$ cat src/rtl/cart_mapper_if.sv
`default_nettype none
`timescale 1ns/1ps
// ============================================================================
// Module      : cart_mapper_if
// Description : 2600 cartridge-port bundle between the CPU/ROM side (master)
//               and the bankswitching mapper (slave).
// Revision    : 1.0 - initial release
// ============================================================================
interface cart_mapper_if #(
   parameter int BANKS = 4
) ();
   localparam int BW = $clog2(BANKS);

   logic              ce;
   logic [12:0]       cpu_addr;
   logic [7:0]        cpu_wdata;
   logic [7:0]        cpu_dout;
   logic [12+BW-1:0]  rom_addr;
   logic [7:0]        rom_rdata;
   logic [BW-1:0]     bank;

   // CPU bus plus external ROM: drives address/data, receives mapped outputs
   modport master (
      output ce, cpu_addr, cpu_wdata, rom_rdata,
      input  cpu_dout, rom_addr, bank
   );

   // Mapper: decodes the CPU bus, addresses the ROM, returns read data
   modport slave (
      input  ce, cpu_addr, cpu_wdata, rom_rdata,
      output cpu_dout, rom_addr, bank
   );
endinterface
`default_nettype wire

$ cat src/rtl/cart_mapper.sv
`default_nettype none
`timescale 1ns/1ps
// ============================================================================
// Module      : cart_mapper
// Description : Atari F8/F6/F4 bankswitching cartridge responder. A cart
//               access to offset HOT_BASE+n (n < BANKS) selects 4 KB bank n.
//               Optional 128-byte Superchip RAM when CART_SUPERCHIP_EN is
//               defined (write $1000-$107F, read $1080-$10FF).
// Revision    : 1.0 - initial release
// ============================================================================
module cart_mapper #(
   parameter int          BANKS      = 4,
   parameter logic [11:0] HOT_BASE   = 12'hFF6,
   parameter int          RESET_BANK = BANKS - 1
) (
   input  wire logic    clk,
   input  wire logic    reset,
   cart_mapper_if.slave bus
);
   localparam int            BW           = $clog2(BANKS);
   localparam logic [BW-1:0] C_RESET_BANK = BW'(RESET_BANK);
   localparam logic [11:0]   C_BANKS      = 12'(BANKS);

   logic [BW-1:0] bank_q;
   logic [BW-1:0] bank_d;
   logic          cart_sel;
   logic [11:0]   offset;
   logic [11:0]   hot_delta;
   logic          hot_hit;

   // Hotspot decode and next-bank selection; no R/W line, so any cart access counts
   always_comb begin
      cart_sel  = bus.cpu_addr[12];
      offset    = bus.cpu_addr[11:0];
      hot_delta = offset - HOT_BASE;
      hot_hit   = (offset >= HOT_BASE) && (hot_delta < C_BANKS);
      bank_d    = bank_q;
      if (bus.ce && cart_sel && hot_hit) begin
         bank_d = hot_delta[BW-1:0];
      end
   end

   // Bank register; the hotspot access itself is still served from the old bank
   always_ff @(posedge clk) begin
      if (reset) begin
         bank_q <= C_RESET_BANK;
      end else begin
         bank_q <= bank_d;
      end
   end

   assign bus.rom_addr = {bank_q, offset};
   assign bus.bank     = bank_q;

`ifdef CART_SUPERCHIP_EN
   logic [7:0] ram [128];
   logic [7:0] ram_rd_q;
   logic [7:0] ram_rd_d;
   logic       ram_we;
   logic       ram_rd_win;

   // Superchip window decode; a CPU read of the write window still writes
   always_comb begin
      ram_we     = bus.ce && cart_sel && (bus.cpu_addr[11:7] == 5'b00000);
      ram_rd_win = cart_sel && (bus.cpu_addr[11:7] == 5'b00001);
      ram_rd_d   = ram[bus.cpu_addr[6:0]];
   end

   // RAM array write on the ce edge; contents are deliberately not reset
   always_ff @(posedge clk) begin
      if (ram_we) begin
         ram[bus.cpu_addr[6:0]] <= bus.cpu_wdata;
      end
   end

   // Read register samples every clk, settling well inside the address setup
   always_ff @(posedge clk) begin
      if (reset) begin
         ram_rd_q <= 8'h00;
      end else begin
         ram_rd_q <= ram_rd_d;
      end
   end

   assign bus.cpu_dout = ram_rd_win ? ram_rd_q : bus.rom_rdata;
`else
   // Without RAM, write data only matters for hotspot decoding, which ignores it
   logic unused_wdata;
   assign unused_wdata = ^bus.cpu_wdata;

   assign bus.cpu_dout = bus.rom_rdata;
`endif

endmodule
`default_nettype wire

$ cat src/flat_wrapper.sv
// flat-port wrapper written by rule: the top's interface ports become plain ports
module cart_mapper_flat 
#(
   parameter int          BANKS      = 4,
   parameter logic [11:0] HOT_BASE   = 12'hFF6,
   parameter int          RESET_BANK = BANKS - 1
)
  (clk, reset, bus_ce, bus_cpu_addr, bus_cpu_wdata, bus_rom_rdata, bus_cpu_dout, bus_rom_addr, bus_bank);
  cart_mapper_if #(.BANKS(BANKS)) bus_i ();
  input  wire logic clk;
  input  wire logic reset;
  input wire logic [$bits(bus_i.ce)-1:0] bus_ce;
  input wire logic [$bits(bus_i.cpu_addr)-1:0] bus_cpu_addr;
  input wire logic [$bits(bus_i.cpu_wdata)-1:0] bus_cpu_wdata;
  input wire logic [$bits(bus_i.rom_rdata)-1:0] bus_rom_rdata;
  output wire logic [$bits(bus_i.cpu_dout)-1:0] bus_cpu_dout;
  output wire logic [$bits(bus_i.rom_addr)-1:0] bus_rom_addr;
  output wire logic [$bits(bus_i.bank)-1:0] bus_bank;
  assign bus_i.ce = bus_ce;
  assign bus_i.cpu_addr = bus_cpu_addr;
  assign bus_i.cpu_wdata = bus_cpu_wdata;
  assign bus_i.rom_rdata = bus_rom_rdata;
  assign bus_cpu_dout = bus_i.cpu_dout;
  assign bus_rom_addr = bus_i.rom_addr;
  assign bus_bank = bus_i.bank;
  cart_mapper #(.BANKS(BANKS), .HOT_BASE(HOT_BASE), .RESET_BANK(RESET_BANK)) u_core (.clk(clk), .reset(reset), .bus(bus_i));
endmodule
$ cat config.mk
export PLATFORM = sky130hd
export DESIGN_NAME = cart_mapper_flat
export DESIGN_NICKNAME = d
export VERILOG_FILES = /design/src/rtl/cart_mapper_if.sv /design/src/rtl/cart_mapper.sv /design/src/flat_wrapper.sv
export SDC_FILE = /design/constraint.sdc
export NUM_CORES = 1
export LEC_CHECK = 0
export ABC_CLOCK_PERIOD_IN_PS = 2890
export BUFFER_PORTS_ARGS = -buffer_cell sky130_fd_sc_hd__buf_2
export CAP_MARGIN = 40
export CORE_AREA = 2 2 39 41
export CTS_BUF_LIST = sky130_fd_sc_hd__clkbuf_8
export CTS_CLUSTER_SIZE = 12
export DETAILED_ROUTE_END_ITERATION = 10
export DIE_AREA = 0 0 41 43
export PLACE_DENSITY = 0.73
export SYNTH_ARGS = -nofsm -noshare
export SYNTH_HDL_FRONTEND = slang
export SYNTH_SLANG_ARGS = --single-unit
$ cat constraint.sdc
create_clock -name clk -period 2.89 [get_ports clk]
set_input_delay 0.289 -clock clk [delete_from_list [all_inputs] [get_ports clk]]
set_output_delay 0.289 -clock clk [all_outputs]
set_load 0.005 [all_outputs]
==> results.ini, run 1 <==
[logic_synthesis]
yosysSeqAreaShare=0.126
synth_compound_area_frac=0.0866
synth_seq_cells=2
syn-cell-area_um2=318
yosysWarningCount=0
synthAdderAreaFrac=0.0394
synthCells=37
synth_top_family_by_area=buffers and inverters
synth_mux_area_frac=0.0630
synth.net_count=70
synth.avg_cell_area_um2=8.59
yosys.area_share.simple=0.165
synth-xor-area-share=0
ys_types=11

[global_route]
grt_overflow=0
antenna_found_initial=0
grt_start_max_net_pins=5
track_usage=0.0772
grt_first_pass_wirelength_um=903
grt_pass1_vias=267

[clocking]
numCtsBuffers=3
ctsHoldBuffers=0
cts_tree=done
cts.sinks=2
htree_num_levels=1
cts_buffer_depth=2
ctsResizeCount=0
insertion_delay_ns=0.21
post_cts_buffers=0
clk_pin_slew_ns=0.03
cts-root-buf=clkbuf_8

[worst_setup_path]
start_kind=primary input
cp.buffers_inverters=1
required_ns=3.02
slowest_delay_ns=0.40
criticalPathCategory=primary input to register
cp_slowest_cell=a2111oi_4
path_cells=buf_2 > ha_1 > nand3b_1 > a2111oi_4 > mux2i_1
arrival_ns=1.52
critical-path-top-delay-family=compound AO/OA/AOI/OAI gates
crit_fanout=4
endpoint_kind=register

[final_layout]
antennaDiodeCount=0
drive_above_1_share=0.714
area_growth_pct=16.1
largest_register_ffs=2
nets=84

[floorplanning]
die_area_um2=1760
die_h_um=43
pin_count=56
die_x_um=41
rows=14
initial_core_util=0.230
core_um2=1380

[sta]
rsz0062_at_grt=false
min_period_ns=1.39
fmax_ghz=0.721
worst_pin_slew_ns=0.332
fin_skew_ns=0
finalCritPeriodShare=0.480
slew_violations=0
setup_violations=0
setup_tns_ns=0
hold_violations=0
relSlewSlack=0.779
whs_ns=0.382

[place]
port_buffers=31
place_congestion=0.549

[power_and_ir_drop]
total_power_mw=0.163
power_density_nw_per_um2=442
worst_ir_drop_vdd_mv=0.129
p_leak_nw=0.176

[detailed_routing]
dr.first_iter.drc_count=0
wire_per_inst_um=8.88
routed_via_density=3.97
vias=258
drc=0
antenna_left=0
totalWireLength_um=577
firstDrtPassIters=1

[min_path]
hold_class=primary input to register

[run]
maxCapViolations=0

[run_status]
status=complete, no violations

==> per-layer routing <==
metal | GRT usage | up-vias | part of all wire
li1 | - | 126 | -
met1 | 0.0481 | 118 | 0.29
met2 | 0.134 | 14 | 0.57
met3 | 0.0628 | 0 | 0.14
met4 | 0.0467 | 0 | 0
met5 | 0 | - | 0
==> area by class of cell <==
| class | count | area, um^2 |
|---|---|---|
| clock buffers | 3 | 41.3 |
| fillers | 160 | 1010 |
| multi-input cells | 13 | 113 |
| flip-flops and latches | 2 | 40.0 |
| well taps | 16 | 20.0 |
| repair buffers | 31 | 155 |
==> final timing paths <==
| kind | start | to | slack [ns] | depth (start not counted) |
|---|---|---|---|---|
| worst max-delay path | bus_cpu_addr[1] | u_core.bus.bank[0]$_SDFFE_PP1P_ | 1.50 | 5 |
| worst min-delay path | reset | u_core.bus.bank[1]$_SDFFE_PP1P_ | 0.38 | 3 |
| worst max register to register | u_core.bus.bank[0]$_SDFFE_PP1P_ | u_core.bus.bank[0]$_SDFFE_PP1P_ | 2.27 | 2 |
| worst min register to register | u_core.bus.bank[1]$_SDFFE_PP1P_ | u_core.bus.bank[1]$_SDFFE_PP1P_ | 0.53 | 2 |
==> through the flow <==
stage	cells	setup slack (ns)	cell area (um^2)	util
after floorplan	37	1.51	318	-
after global placement	62	1.31	328	0.237
after detailed placement	62	1.29	328	0.237
after CTS	65	1.49	369	0.267
after global routing	65	1.40	369	0.267
final	65	1.50	369	0.267
==> cell families after synthesis <==
group,count (synthesis)
adders and majority gates,1
AOI/OAI and AO/OA,1
buffers and inverters,22
DFF,2
and+or+nand+nor,9
muxes,2
==> worst register-to-register path, cell delays in order, from the launching register on <==
cell and delay, ns:
dfxtp_1 0.30, nor2_1 0.11, mux2i_1 0.08
==> cell usage in the layout, fill, tap and decap left out <==
cell type  count
a2111oi_4      1
buf_2         31
clkbuf_8       3
dfxtp_1        2
ha_1           1
mux2i_1        2
nand2b_1       1
nand3b_1       1
nand4_1        2
nand4b_1       1
nor2_1         3
nor2b_1        1
==> cell usage after synthesis, drive strengths merged <==
master / number / area share
nand4b: 1 / 0.028
a2111oi: 1 / 0.087
nor2: 3 / 0.035
dfxtp: 2 / 0.13
nor2b: 1 / 0.020
nand4: 2 / 0.039
nand2b: 1 / 0.020
buf: 22 / 0.52
ha: 1 / 0.039
mux2i: 2 / 0.063
nand3b: 1 / 0.024
==> power breakdown <==
part           internal [mW]  total (mW)  switching, mW  leakage (nW)
combinational         0.0157      0.0278         0.0122         0.138
sequential            0.0279      0.0279     0.00000322        0.0162
clock                 0.0879       0.108         0.0198        0.0216
(Power assumes the default switching activity.)
==> run 2, diff against run 1 <==
--- a/config.mk
+++ b/config.mk
@@ -5,15 +5,15 @@
 export SDC_FILE = /design/constraint.sdc
 export NUM_CORES = 1
 export LEC_CHECK = 0
-export ABC_CLOCK_PERIOD_IN_PS = 2890
+export ABC_CLOCK_PERIOD_IN_PS = 1170
 export BUFFER_PORTS_ARGS = -buffer_cell sky130_fd_sc_hd__buf_2
 export CAP_MARGIN = 40
-export CORE_AREA = 2 2 39 41
+export CORE_MARGIN = 1
+export CORE_UTILIZATION = 24
 export CTS_BUF_LIST = sky130_fd_sc_hd__clkbuf_8
 export CTS_CLUSTER_SIZE = 12
 export DETAILED_ROUTE_END_ITERATION = 10
-export DIE_AREA = 0 0 41 43
-export PLACE_DENSITY = 0.73
+export PLACE_DENSITY = 0.76
 export SYNTH_ARGS = -nofsm -noshare
 export SYNTH_HDL_FRONTEND = slang
 export SYNTH_SLANG_ARGS = --single-unit
==> constraint.sdc (replaced) <==
create_clock -name clk -period 1.17 [get_ports clk]
set_input_delay 0.117 -clock clk [delete_from_list [all_inputs] [get_ports clk]]
set_output_delay 0.117 -clock clk [all_outputs]
set_load 0.005 [all_outputs]
==> results.ini, run 2 (synthesized netlist as in run 1, its figures left out) <==
[place]
hpwl_um=555
dp_slack_ns=-0.169  ; was 1.29 ns
placed_area_um2=333  ; was 328 um^2
port_buffers=31  ; unchanged
place_congestion=0.573  ; was 0.549

[clocking]
cts-root-buf=clkbuf_8  ; unchanged
ctsResizeCount=0  ; unchanged
insertion_delay_ns=0.20  ; was 0.21 ns
ctsHoldBuffers=0  ; unchanged
htree_num_levels=1  ; unchanged
post_cts_buffers=0  ; unchanged
cts.sinks=2  ; unchanged
cts_tree=done  ; unchanged
clk_pin_slew_ns=0.02  ; was 0.03 ns
cts_buffer_depth=2  ; unchanged
numCtsBuffers=3  ; unchanged

[final_layout]
fillerInstances=138  ; was 160
design_area_um2=374  ; was 369 um^2
antennaDiodeCount=0  ; unchanged
drive_above_1_share=0.720  ; was 0.714
final_common_cell=buf_2  ; unchanged
nets=85  ; was 84
largest_register_ffs=2  ; unchanged
final_cell_mix=31 x buf_2, 3 x nor2_1, 3 x clkbuf_8  ; unchanged
area_growth_pct=17.7  ; was 16.1%

[global_route]
grt_start_max_net_pins=5  ; unchanged
grt_pass1_vias=256  ; was 267
grt_first_pass_wirelength_um=883  ; was 903 um
track_usage=0.0936  ; was 0.0772
grt_overflow=0  ; unchanged
antenna_found_initial=0  ; unchanged

[detailed_routing]
m1WireLength_um=199  ; was 167 um
dr_wl_met2_um=343  ; was 331 um
wire_per_inst_um=9.59  ; was 8.88 um
drc=0  ; unchanged
firstDrtPassIters=4  ; was 1
vias=266  ; was 258
dr_wl_met3_um=71  ; was 78 um
totalWireLength_um=614  ; was 577 um
dr.first_iter.drc_count=2  ; was 0
routed_via_density=4.16  ; was 3.97
antenna_left=0  ; unchanged
routed.top_layer=met3  ; unchanged

[worst_setup_path]
cp_slowest_cell=a2111oi_4  ; unchanged
crit_start=bus_cpu_addr[1]  ; unchanged
endpoint_kind=register  ; unchanged
criticalPathCategory=primary input to register  ; unchanged
slowest_delay_ns=0.42  ; was 0.40 ns
crit_fanout=2  ; was 4
required_ns=1.30  ; was 3.02 ns
r2r_cells=2  ; unchanged
r2r_slack_ns=0.57  ; was 2.27 ns
arrival_ns=1.24  ; was 1.52 ns
r2r-end=u_core.bus.bank[1]$_SDFFE_PP1P_  ; was u_core.bus.bank[0]$_SDFFE_PP1P_
r2r-start=u_core.bus.bank[1]$_SDFFE_PP1P_  ; was u_core.bus.bank[0]$_SDFFE_PP1P_
start_kind=primary input  ; unchanged
path_cells=buf_2 > ha_1 > nand2b_1 > a2111oi_4 > mux2i_1  ; was buf_2 > ha_1 > nand3b_1 > a2111oi_4 > mux2i_1

[sta]
rsz0062_at_grt=false  ; unchanged
fmax_ghz=0.901
worst_pin_slew_ns=0.331  ; was 0.332 ns
setup_ws_ns=0.0604  ; was 1.50 ns
finalCritPeriodShare=0.948
whs_ns=0.205  ; was 0.382 ns
relSlewSlack=0.779  ; about the same
setup_violations=0  ; unchanged
min_period_ns=1.11
fin_skew_ns=0  ; unchanged
hold_violations=0  ; unchanged
slew_violations=0  ; unchanged

[floorplanning]
initial_core_util=0.271  ; was 0.230
pin_count=56  ; unchanged
die_h_um=38.4  ; was 43 um
core_um2=1170  ; was 1380 um^2
die_area_um2=1470  ; was 1760 um^2
rows=12  ; was 14
die_x_um=38.4  ; was 41 um

[run_status]
status=complete, no violations  ; unchanged

[power_and_ir_drop]
p_leak_nw=0.180  ; was 0.176 nW
power_density_nw_per_um2=1080  ; was 442 nW/um^2
total_power_mw=0.403  ; was 0.163 mW
worst_ir_drop_vdd_mv=0.347  ; was 0.129 mV

[min_path]
min_from=bus_cpu_addr[0]  ; was reset
min_path_cells=3  ; unchanged
hold_class=primary input to register  ; unchanged
min_delay_worst_endpoint=u_core.bus.bank[0]$_SDFFE_PP1P_  ; was u_core.bus.bank[1]$_SDFFE_PP1P_

[run]
maxCapViolations=0  ; unchanged

-- run 2: metrics by stage --
step	utilization	TNS, ns	instances
2_1_floorplan	-	0	37
3_3_place_gp	0.284	-0.202	61
3_5_place_dp	0.284	-0.323	61
4_1_cts	0.319	0	64
5_1_grt	0.319	0	64
6_report	0.319	0	64
-- run 2: worst max-delay path by stage --
stage | end | slack (ns) | depth (start not counted)
floorplan | u_core.bus.bank[0]$_SDFFE_PP1P_ | 0.04 | 4
global placement | u_core.bus.bank[0]$_SDFFE_PP1P_ | -0.10 | 5
detailed placement | u_core.bus.bank[0]$_SDFFE_PP1P_ | -0.17 | 5
CTS | u_core.bus.bank[0]$_SDFFE_PP1P_ | 0.04 | 5
global route | u_core.bus.bank[0]$_SDFFE_PP1P_ | 0.02 | 5
finish | u_core.bus.bank[0]$_SDFFE_PP1P_ | 0.06 | 5
-- run 2: where the power goes --
| part | switching [mW] | internal [mW] | leakage, nW |
|---|---|---|---|
| registers | 0.00000792 | 0.0689 | 0.0162 |
| logic | 0.0311 | 0.0409 | 0.143 |
| clock network | 0.0453 | 0.217 | 0.0216 |
-- run 2: layout make-up --
cell class / instances / area (um^2) / share of cell area
clock buffers: 3 / 41.3 / 0.110
well taps: 14 / 17.5 / 0.0468
flip-flops and latches: 2 / 40.0 / 0.107
multi-input cells: 13 / 113 / 0.301
repair buffers: 32 / 163 / 0.435
-- run 2: layer usage --
layer	vias to the layer above	global-route usage
met5	-	0
met4	0	0.0603
met3	0	0.0814
met2	15	0.161
met1	122	0.0657
li1	129	-
-- run 2: critical path: cells and delay by family --
family | cells | cell delay (ns)
AOI/OAI and AO/OA | 1 | 0.42
muxes | 1 | 0.23
adders and majority gates | 1 | 0.20
and+or+nand+nor | 1 | 0.17
buffers and inverters | 1 | 0.11
==> run 3, diff against run 2 <==
--- a/config.mk
+++ b/config.mk
@@ -14,6 +14,8 @@
 export CTS_CLUSTER_SIZE = 12
 export DETAILED_ROUTE_END_ITERATION = 10
 export PLACE_DENSITY = 0.76
+export SETUP_SLACK_MARGIN = 0.2
 export SYNTH_ARGS = -nofsm -noshare
 export SYNTH_HDL_FRONTEND = slang
 export SYNTH_SLANG_ARGS = --single-unit
+export TNS_END_PERCENT = 5
==> results.ini, run 3 (synthesized netlist as in run 1, its figures left out) <==
[run]
maxCapViolations=0  ; unchanged

[power_and_ir_drop]
p_leak_nw=0.194  ; was 0.180 nW
worst_ir_drop_vdd_mv=0.360  ; was 0.347 mV
power_density_nw_per_um2=997  ; was 1080 nW/um^2

[clocking]
cts_buffer_depth=2  ; unchanged
cts-root-buf=clkbuf_8  ; unchanged
post_cts_buffers=0  ; unchanged
insertion_delay_ns=0.20  ; about the same
htree_num_levels=1  ; unchanged
clk_pin_slew_ns=0.03  ; was 0.02 ns
cts_tree=done  ; unchanged
cts.sinks=2  ; unchanged
numCtsBuffers=3  ; unchanged

[sta]
hold_violations=0  ; unchanged
fmax_ghz=1.00  ; was 0.901 GHz
slew_violations=0  ; unchanged
min_period_ns=0.999  ; was 1.11 ns
rsz0062_at_grt=true  ; was false
setup_violations=0  ; unchanged
fin_skew_ns=0  ; unchanged
worst_pin_slew_ns=0.339  ; was 0.331 ns
finalCritPeriodShare=0.853  ; was 0.948
relSlewSlack=0.774  ; was 0.779
setup_tns_ns=0  ; unchanged
setup_ws_ns=0.171  ; was 0.0604 ns

[worst_setup_path]
required_ns=1.30  ; about the same
start_kind=primary input  ; unchanged
endpoint_kind=register  ; unchanged
criticalPathCategory=primary input to register  ; unchanged
crit_fanout=3  ; was 2
r2r_cells=2  ; unchanged
arrival_ns=1.13  ; was 1.24 ns

[global_route]
antenna_found_initial=0  ; unchanged
grt_overflow=0  ; unchanged
grt_first_pass_wirelength_um=807  ; was 883 um
grt_start_max_net_pins=5  ; unchanged
grt_pass1_vias=226  ; was 256
track_usage=0.0793  ; was 0.0936

[place]
port_buffers=31  ; unchanged
hpwl_um=513  ; was 555 um
placed_cells=62  ; was 61
dp_slack_ns=-0.0873  ; was -0.169 ns
place_congestion=0.551  ; was 0.573

[detailed_routing]
wire_per_inst_um=9.25  ; was 9.59 um
antenna_left=0  ; unchanged
firstDrtPassIters=4  ; unchanged
drc=0  ; unchanged
vias=265  ; was 266
routed_via_density=4.08  ; was 4.16
dr.first_iter.drc_count=3  ; was 2
totalWireLength_um=601  ; was 614 um

[final_layout]
largest_register_ffs=2  ; unchanged
fin_util=0.357  ; was 0.319
fin_cells=65  ; was 64
final_common_cell=buf_2  ; unchanged
area_growth_pct=31.5  ; was 17.7%
final_cell_mix=29 x buf_2, 3 x nor2_1, 3 x clkbuf_8  ; was 31 x buf_2, 3 x nor2_1, 3 x clkbuf_8
fillerInstances=126  ; was 138
antennaDiodeCount=0  ; unchanged
nets=86  ; was 85
drive_above_1_share=0.765  ; was 0.720

[run_status]
status=complete, no violations  ; unchanged

[floorplanning]
die_area_um2=1470  ; unchanged
die_x_um=38.4  ; unchanged
die_h_um=38.4  ; unchanged
initial_core_util=0.271  ; unchanged
rows=12  ; unchanged
pin_count=56  ; unchanged
core_um2=1170  ; unchanged

[min_path]
min_path_cells=3  ; unchanged
hold_class=primary input to register  ; unchanged

-- run 3: changes by cell type in the layout (fill, tap and decap cells not counted), sizes merged --
cell and change:
buf +1
-- run 3: repair_timing --
action / CTS / global route
endpoints found under the setup margin: 2 / 2
resized for setup: 5 / 0
hold buffers: 0 / 0
pin swaps: 3 / 2
-- run 3: metal layers --
metal  track usage  vias to the layer above  wire [um]
met5             0                        -          0
met4        0.0517                        0          0
met3        0.0349                        0         65
met2         0.127                       21        322
met1        0.0833                      112        212
li1              -                      132          -
-- run 3: stage by stage --
stage | total power [mW] | hold WS [ns] | cell area (um^2)
after detailed placement | 0.151 | 0.234 | 360
after CTS | 0.425 | 0.203 | 418
after floorplan | 0.142 | 0.273 | 338
after global routing | 0.441 | 0.234 | 418
after global placement | 0.149 | 0.234 | 360
final | 0.417 | 0.196 | 418
-- run 3: area by class of cell --
class | count | area (um^2) | area share
Multi-Input combinational cell | 13 | 133 | 0.317
Tap cell | 14 | 17.5 | 0.0419
Clock buffer | 3 | 41.3 | 0.0988
Timing Repair Buffer | 33 | 186 | 0.446
Sequential cell | 2 | 40.0 | 0.0958
-- run 3: power by group --
| group | leakage (nW) | switching [mW] | total, mW | internal (mW) |
|---|---|---|---|---|
| registers | 0.0162 | 0.00000923 | 0.0688 | 0.0688 |
| logic | 0.156 | 0.0337 | 0.0856 | 0.0519 |
| clock network | 0.0216 | 0.0455 | 0.262 | 0.217 |
-- run 3: worst paths after layout --
kind / from / to / slack (ns)
setup / recovery: bus_cpu_addr[2] / u_core.bus.bank[0]$_SDFFE_PP1P_ / 0.17
hold reg to reg: u_core.bus.bank[1]$_SDFFE_PP1P_ / u_core.bus.bank[1]$_SDFFE_PP1P_ / 0.54
setup reg to reg: u_core.bus.bank[0]$_SDFFE_PP1P_ / u_core.bus.bank[0]$_SDFFE_PP1P_ / 0.55
hold / removal: bus_cpu_addr[0] / u_core.bus.bank[0]$_SDFFE_PP1P_ / 0.20
-- run 3: worst max-delay path, cell delays in order --
cell and delay, ns:
buf_8 0.10, ha_4 0.14, nand2b_4 0.14, a2111oi_4 0.41
mux2i_1 0.22
